`src/rtl/button_input_port_if.sv`:
```
// rtl/button_input_port_if.sv - memory-stage read bus between the pipeline and the button port
interface button_input_port_if;
  logic        rdEn;
  logic [31:0] wb_Data;
  logic        MemDataSel;

  modport master (output rdEn, input wb_Data, input MemDataSel);
  modport slave  (input rdEn, output wb_Data, output MemDataSel);
endinterface

```
`src/rtl/button_input_port.sv`:
```
// rtl/button_input_port.sv - two debounced push-buttons with sticky press flags and a saturating press counter
module button_input_port #(
  parameter int DEB_CYCLES = 50000
) (
  input  logic                clock,
  input  logic                aclr,
  input  logic                PB1,
  input  logic                PB2,
  output logic                pb1Level,
  output logic                pb2Level,
  button_input_port_if.slave  bus
);

  localparam int CW = (DEB_CYCLES > 1) ? $clog2(DEB_CYCLES) : 1;
  localparam logic [CW-1:0] CNT_LAST = CW'(DEB_CYCLES - 1);

  localparam logic [1:0] STABLE_LO = 2'd0;
  localparam logic [1:0] WAIT_HI   = 2'd1;
  localparam logic [1:0] STABLE_HI = 2'd2;
  localparam logic [1:0] WAIT_LO   = 2'd3;

  // Index 0 is PB1, index 1 is PB2 throughout.
  logic [1:0]         sync1_q,  sync1_d;
  logic [1:0]         sync2_q,  sync2_d;
  logic [1:0][1:0]    state_q,  state_d;
  logic [1:0][CW-1:0] cnt_q,    cnt_d;
  logic [1:0]         level_q,  level_d;
  logic [1:0]         sticky_q, sticky_d;
  logic [7:0]         count_q,  count_d;
  logic               mem_sel_q, mem_sel_d;

  logic [1:0] press_ev;
  logic [1:0] ev_cnt;
  logic [8:0] count_sum;

  always_comb begin
    sync1_d  = {PB2, PB1};
    sync2_d  = sync1_q;
    state_d  = state_q;
    cnt_d    = cnt_q;
    level_d  = '0;
    press_ev = '0;
    for (int i = 0; i < 2; i++) begin
      case (state_q[i])
        STABLE_LO: begin
          if (sync2_q[i]) begin
            state_d[i] = WAIT_HI;
            cnt_d[i]   = '0;
          end
        end
        WAIT_HI: begin
          if (!sync2_q[i])            state_d[i] = STABLE_LO;
          else if (cnt_q[i] == CNT_LAST) state_d[i] = STABLE_HI;
          else                        cnt_d[i]   = cnt_q[i] + CW'(1);
        end
        STABLE_HI: begin
          if (!sync2_q[i]) begin
            state_d[i] = WAIT_LO;
            cnt_d[i]   = '0;
          end
        end
        WAIT_LO: begin
          if (sync2_q[i])             state_d[i] = STABLE_HI;
          else if (cnt_q[i] == CNT_LAST) state_d[i] = STABLE_LO;
          else                        cnt_d[i]   = cnt_q[i] + CW'(1);
        end
        default: state_d[i] = STABLE_LO;
      endcase
      // An aborted release (WAIT_LO back to STABLE_HI) is not a new press.
      press_ev[i] = (state_q[i] == WAIT_HI) && (state_d[i] == STABLE_HI);
      level_d[i]  = (state_d[i] == STABLE_HI) || (state_d[i] == WAIT_LO);
    end
  end

  always_comb begin
    ev_cnt    = {1'b0, press_ev[0]} + {1'b0, press_ev[1]};
    count_sum = {1'b0, count_q} + {7'b0, ev_cnt};
    if (bus.rdEn) begin
      // Events landing on the read edge survive the clear.
      sticky_d = press_ev;
      count_d  = {6'b0, ev_cnt};
    end else begin
      sticky_d = sticky_q | press_ev;
      count_d  = count_sum[8] ? 8'hFF : count_sum[7:0];
    end
    mem_sel_d = |sticky_d;
  end

  always_ff @(posedge clock or negedge aclr) begin
    if (!aclr) begin
      sync1_q   <= '0;
      sync2_q   <= '0;
      state_q   <= {STABLE_LO, STABLE_LO};
      cnt_q     <= '0;
      level_q   <= '0;
      sticky_q  <= '0;
      count_q   <= '0;
      mem_sel_q <= 1'b0;
    end else begin
      sync1_q   <= sync1_d;
      sync2_q   <= sync2_d;
      state_q   <= state_d;
      cnt_q     <= cnt_d;
      level_q   <= level_d;
      sticky_q  <= sticky_d;
      count_q   <= count_d;
      mem_sel_q <= mem_sel_d;
    end
  end

  assign bus.wb_Data    = {16'h0000, count_q, 4'h0, sticky_q, level_q};
  assign bus.MemDataSel = mem_sel_q;
  assign pb1Level       = level_q[0];
  assign pb2Level       = level_q[1];

endmodule

```
`src/flat_wrapper.sv`:
```
// flat-port wrapper written by rule: the top's interface ports become plain ports
module button_input_port_flat 
#(
  parameter int DEB_CYCLES = 50000
)
  (clock, aclr, PB1, PB2, pb1Level, pb2Level, bus_rdEn, bus_wb_Data, bus_MemDataSel);
  button_input_port_if bus_i ();
  input  logic clock;
  input  logic aclr;
  input  logic PB1;
  input  logic PB2;
  output logic pb1Level;
  output logic pb2Level;
  input wire logic [$bits(bus_i.rdEn)-1:0] bus_rdEn;
  output wire logic [$bits(bus_i.wb_Data)-1:0] bus_wb_Data;
  output wire logic [$bits(bus_i.MemDataSel)-1:0] bus_MemDataSel;
  assign bus_i.rdEn = bus_rdEn;
  assign bus_wb_Data = bus_i.wb_Data;
  assign bus_MemDataSel = bus_i.MemDataSel;
  button_input_port #(.DEB_CYCLES(DEB_CYCLES)) u_core (.clock(clock), .aclr(aclr), .PB1(PB1), .PB2(PB2), .pb1Level(pb1Level), .pb2Level(pb2Level), .bus(bus_i));
endmodule
```
`config.mk`:
```
export PLATFORM = sky130hd
export DESIGN_NAME = button_input_port_flat
export DESIGN_NICKNAME = d
export VERILOG_FILES = /design/src/rtl/button_input_port_if.sv /design/src/rtl/button_input_port.sv /design/src/flat_wrapper.sv
export SDC_FILE = /design/constraint.sdc
export NUM_CORES = 1
export LEC_CHECK = 0
export CAP_MARGIN = 20
export CORE_MARGIN = 8
export CORE_UTILIZATION = 35
export DETAILED_ROUTE_END_ITERATION = 16
export PLACE_DENSITY = 0.63
export REMOVE_ABC_BUFFERS = 1
export SLEW_MARGIN = 20
export SYNTH_ARGS = -nofsm -noshare
export SYNTH_HDL_FRONTEND = slang
export SYNTH_SLANG_ARGS = --single-unit
```
`constraint.sdc`:
```
create_clock -name clock -period 3.7 [get_ports clock]
set_input_delay 0.74 -clock clock [delete_from_list [all_inputs] [get_ports clock]]
set_output_delay 0.74 -clock clock [all_outputs]
set_load 0.02 [all_outputs]
```
==> Yosys cells after proc, flatten, opt, wreduce, memory -nomap -nowiden <==
Index checks and enable logic that the tools add are counted.
{ "totals": {"inputBits": 5, "wordCells": 73, "out_inout_bits": 35, "register_bits": 53} }
{ "classes": {"addsub": 4, "muxes": 29, "eq_ne": 20, "bitwise_logic": 1, "n_reduce_logical": 9} }
{ "ops": {"columns": ["cell", "count"], "rows": [
  ["$mux 16", 10],
  ["$pmux 16 s4", 2],
  ["$add 16x1->16 const B", 2],
  ["$eq 16x16->1 const B", 2],
  ["$mux 2", 13],
  ["$eq 2x2->1 const B", 8],
  ["$mux 8", 2],
  ["$pmux 2 s4", 2],
  ["$add 8x2->9", 1],
  ["$ne 2x1->1 const B", 4],
  ["$ne 2x2->1 const B", 4],
  ["$reduce_and 4->1", 2],
  ["$eq 2x1->1 const B", 2],
  ["$logic_not 2->1", 2],
  ["$add 1x1->2", 1],
  ["$logic_and 1x1->1", 2],
  ["$logic_or 1x1->1", 2],
  ["$or 2x2->2", 1],
  ["$reduce_or 2->1", 1]
]} }

==> Depth between registers and ports, before layout <==
Gate-level depths: netlist (run 1).
{ "logic_depth": {"depth_word": 10, "mapped_depth": 12} }

==> Worst setup path before layout (run 1) <==
OpenSTA, ideal clock, no wires.
{ "synth_timing": {"path_type": "register -> register", "start": "register u_core.cnt_q[13] (netlist bit)", "end": "register u_core.count_q[5]", "synth_period_minus_slack_ps": 3177, "path_stages_with_launch": 12, "slack_ps": 523, "arrival_time_ps": 3084, "cell_sequence": "dfrtp_1 > or4b_1 > nor4_4 > nand4b_1 > inv_1 > ha_1 > ha_1 > fa_1 > nand4_1 > or2_2 > and2_1 > a211oi_1"} }
{ "synth_via": {"elab_chain_cells": 10, "elab_cells_between_ends": 12, "cone_classes": "2 x add/sub; 2 x eq/ne; 7 x mux; 1 x reduce/logical"} }
{ "synth_lines": {"columns": ["element", "line", "text"], "rows": [
  ["start, declared", "button_input_port.sv:26", "logic [1:0][CW-1:0] cnt_q, cnt_d;"],
  ["start signal, assigned", "button_input_port.sv:103", "cnt_q <= cnt_d;"],
  ["$eq 16x16->1 (*)", "button_input_port.sv:53, button_input_port.sv:64", null],
  ["$mux 2, on equally long branches", "button_input_port.sv:64, button_input_port.sv:53", null],
  ["$mux 2, on equally long branches", "button_input_port.sv:63, button_input_port.sv:52", null],
  ["$pmux 2 s4 (*)", "button_input_port.sv:44", "case (state_q[i])"],
  ["$eq 2x2->1 (*)", "button_input_port.sv:70", "press_ev[i] = (state_q[i] == WAIT_HI) && (state_d[i] == STABLE_HI);"],
  ["$logic_and 1x1->1 (*)", "button_input_port.sv:70", null],
  ["$add 1x1->2 (*)", "button_input_port.sv:76", "ev_cnt = {1'b0, press_ev[0]} + {1'b0, press_ev[1]};"],
  ["$add 8x2->9 (*)", "button_input_port.sv:77", "count_sum = {1'b0, count_q} + {7'b0, ev_cnt};"],
  ["$mux 8 (*)", "button_input_port.sv:84", "count_d = count_sum[8] ? 8'hFF : count_sum[7:0];"],
  ["$mux 8 (*)", "button_input_port.sv:78", "if (bus.rdEn) begin"],
  ["net u_core.count_d[5]", "button_input_port.sv:29", "logic [7:0] count_q, count_d;"],
  ["end signal, assigned", "button_input_port.sv:106", "count_q <= count_d;"],
  ["end, declared", "button_input_port.sv:29", null]
]} }
Mark *: on every way through the listed nets, which the timed path passes. The rest lies on a longest branch.
A chain may end at the register's enable or synchronous reset.

==> Worst setup path in the final report (run 1) <==
{ "layout_timing": {"start": "register u_core.cnt_q[5] (netlist bit)", "end": "register u_core.count_q[5]"} }
Same word-level chain as after synthesis.

==> results_dict.tcl, run 1 <==
set metrics [dict create \
    rows 33 \
    ir_drop_uv 201 \
    start_util 0.353 \
    finalMaxSlewViolations 0 \
    cp_slowest_cell "or4b_1" \
    drt_iter0_markers 76 \
    path_max_fanout 6 \
    grt_max_degree 31 \
    post-route-cell-area_um2 3190 \
    cap_violations 0 \
    drc 0 \
    synth_edf_count 0 \
    layout_common_cells "dfrtp_1, nand2_1, nor2_1" \
    cts_hold_buf 0 \
    drive_above_1_share 0.0631 \
    synthFlopType "dfrtp_1" \
    synth_top_area_frac 0.467 \
    cts-buffers-inserted 5 \
    fin_tns_setup_ns 0 \
    p_seq_frac 0.564 \
    status "finished clean" \
    viasPerCell 5.05 \
    drt-pass1-iter-count 4 \
    ios 40 \
    critPathRequiredTime_ns 3.93 \
    grtUsageTotal 0.103 \
    grt_antenna_before_repair 0 \
    p_total_mw 1.12 \
    async_flop_share 1.00 \
    worst_pin_slew_ns 0.751 \
    cts_resized 0 \
    slew_headroom 0.496 \
    cts_buffer_depth 2 \
    die_area_um2 11300 \
    synth_warnings 0 \
    clkTransAtPathRegs_ns 0.10 \
    hpwl_um 4040 \
    power.switching_uw 289 \
    post_cts_buffers 0 \
    ys_ff_latch 53 \
    startpoint_type "flip-flop" \
    core-area_um2 8050 \
    final_common_cell "dfrtp_1" \
    power_density_nw_per_um2 351 \
    grt-ovfl-total 0 \
    finalWirelength_um 5590 \
    diodes 0 \
    final_net_count 327 \
    place_area_um2 3070 \
    cts_tree "done" \
    grt_pass1_vias 2014 \
    area.growth.synth_to_final_pct 12.2 \
    whs_ns 0.358 \
    syn-cell-area_um2 2840 \
    synth_cells 295 \
    ys_types 45 \
    intPower_uw 828 \
    worst_slack_ns 0.536 \
    p_leak_nw 1.34 \
    end_kind "flip-flop" \
    die_w_um 106 \
    clkPwrFrac 0.359 \
    cp_slowest_stage_delay_ns 0.58 \
    yosys.area.top_type "dfrtp_1" \
    cpMostUsedCell "ha_1" \
    die_h_um 106 \
    rsz0062_at_grt "no" \
    cts-root-buf "clkbuf_8" \
    cts.sinks 53 \
    cp_cell_sequence "or4b_1 -> nor4_4 -> nand4b_1 -> inv_1 -> ha_1 -> ha_1 -> fa_1 -> nand4_1 -> or2_2 -> and2_1 -> a211oi_1" \
    wire_per_inst_um 13.3 \
    arrival_ns 3.39 \
    p_comb_frac 0.076 \
    synth_area_per_cell_um2 9.63 \
    synthTopCellsByArea "dfrtp_1, buf_4, xnor2_1" \
    seq_area_frac_synth 0.467 \
    clk_latency_ns 0.31 \
    dp_slack_ns 0.561 \
    hold_path_class "reg2reg" \
    crit_type "reg2reg" \
    period_share 0.855 \
    setup_viol 0 \
    skew_ns 0.00829 \
    sw_frac_of_total 0.259 \
    fin_crit_ns 3.16 \
    grt_pass1_wl_um 9720 \
    hold_viol_final 0 \
    drtAntennaViolNets 0 \
    cts_max_level 2 \
    max_freq_mhz 316 \
    port_buffers 19 \
    gp_congestion 0.830 \
    num_vias 2129 \
]
[power by group through the flow]
stage                     registers, mW  clock network (mW)  logic (mW)
after detailed placement          0.641                   0      0.0861
after global routing              0.636               0.433      0.0977
after CTS                         0.630               0.418      0.0859
final                             0.631               0.402      0.0852
after floorplan                   0.635                   0      0.0558
after global placement            0.641                   0      0.0846
[per-layer routing]
metal | part of all wire | GRT usage
met1 | 0.48 | 0.135
met2 | 0.47 | 0.167
met3 | 0.038 | 0.0266
met4 | 0.0084 | 0.0211
met5 | 0 | 0
[registers in the layout (all words and copies together), names as in the netlist]
register               cells
u_core.level_q             2
u_core.cnt_q              32
u_core.count_q             8
u_core.state_q             4
u_core.sync2_q             2
u_core.sticky_q            2
u_core.sync1_q             2
u_core.bus.MemDataSel      1
[final timing paths]
check	slack, ns	cells after the start	endpoint	from
min in group asynchronous	0.40	1	u_core.cnt_q[3]	aclr
worst max register to register	0.54	11	u_core.count_q[5]	u_core.cnt_q[5]
worst max-delay path	0.54	11	u_core.count_q[5]	u_core.cnt_q[5]
max in group asynchronous	2.51	2	u_core.cnt_q[29]	aclr
worst min-delay path	0.36	0	u_core.sync2_q[0]	u_core.sync1_q[0]
worst min register to register	0.36	0	u_core.sync2_q[0]	u_core.sync1_q[0]
[final cells by class]
class | count | area, um^2
timing repair buffer | 24 | 223
tap | 105 | 131
fill | 815 | 4860
clock inverter | 3 | 46.3
clock buffer | 5 | 68.8
multi-input combinational | 222 | 1360
inverter | 10 | 37.5
sequential | 53 | 1330
[per-stage QoR]
stage          utilization  cells
2_1_floorplan            -    285
3_3_place_gp         0.382    414
3_5_place_dp         0.382    414
4_1_cts              0.396    422
5_1_grt              0.396    422
6_report             0.396    422
[critical path: cells and delay by family, from the launching register on]
kind                       cells  cell delay (ns)
and+or+nand+nor                6             1.75
adders and majority gates      3             0.60
AOI/OAI and AO/OA              1             0.21
DFF                            1             0.44
buffers and inverters          1             0.09
[synthesized netlist by cell type, drive strengths merged (3+ instances only)]
cell and count:
and4 3, dfrtp 53, or3 5, nand2 30, nor2 28, clkbuf 6
or4 6, inv 10, mux2i 5, o21ai 20, nand4 12, nor4b 3
ha 5, xor2 3, nor4 8, a21oi 9, xnor2 14, nor3 7
buf 23, o31ai 3, nand3 11, o211ai 3
[cell families (layout without fill, tap and decap cells)]
kind of cell    count (synthesis)  after routing  share of synthesized area
compound gates                 46             46                     0.0991
mux                             7              7                     0.0256
xor+xnor                       17             17                     0.0524
fa+ha+maj                       6              6                     0.0291
buf+inv                        39             42                     0.0811
flops                          53             53                      0.467
other cells                     1             20                    0.00132
simple gates                  126            126                      0.245
Note: power is estimated with default switching activity, not from simulation.
==> run 2: changes to the inputs <==
--- a/config.mk
+++ b/config.mk
@@ -8,7 +8,9 @@
 export CAP_MARGIN = 20
 export CORE_MARGIN = 8
 export CORE_UTILIZATION = 35
+export CTS_CLUSTER_DIAMETER = 60
 export DETAILED_ROUTE_END_ITERATION = 16
+export GPL_ROUTABILITY_DRIVEN = 0
 export PLACE_DENSITY = 0.63
 export REMOVE_ABC_BUFFERS = 1
 export SLEW_MARGIN = 20
==> results of run 2 <==
No change in the layout: final DEF, timing and power equal those of run 1.
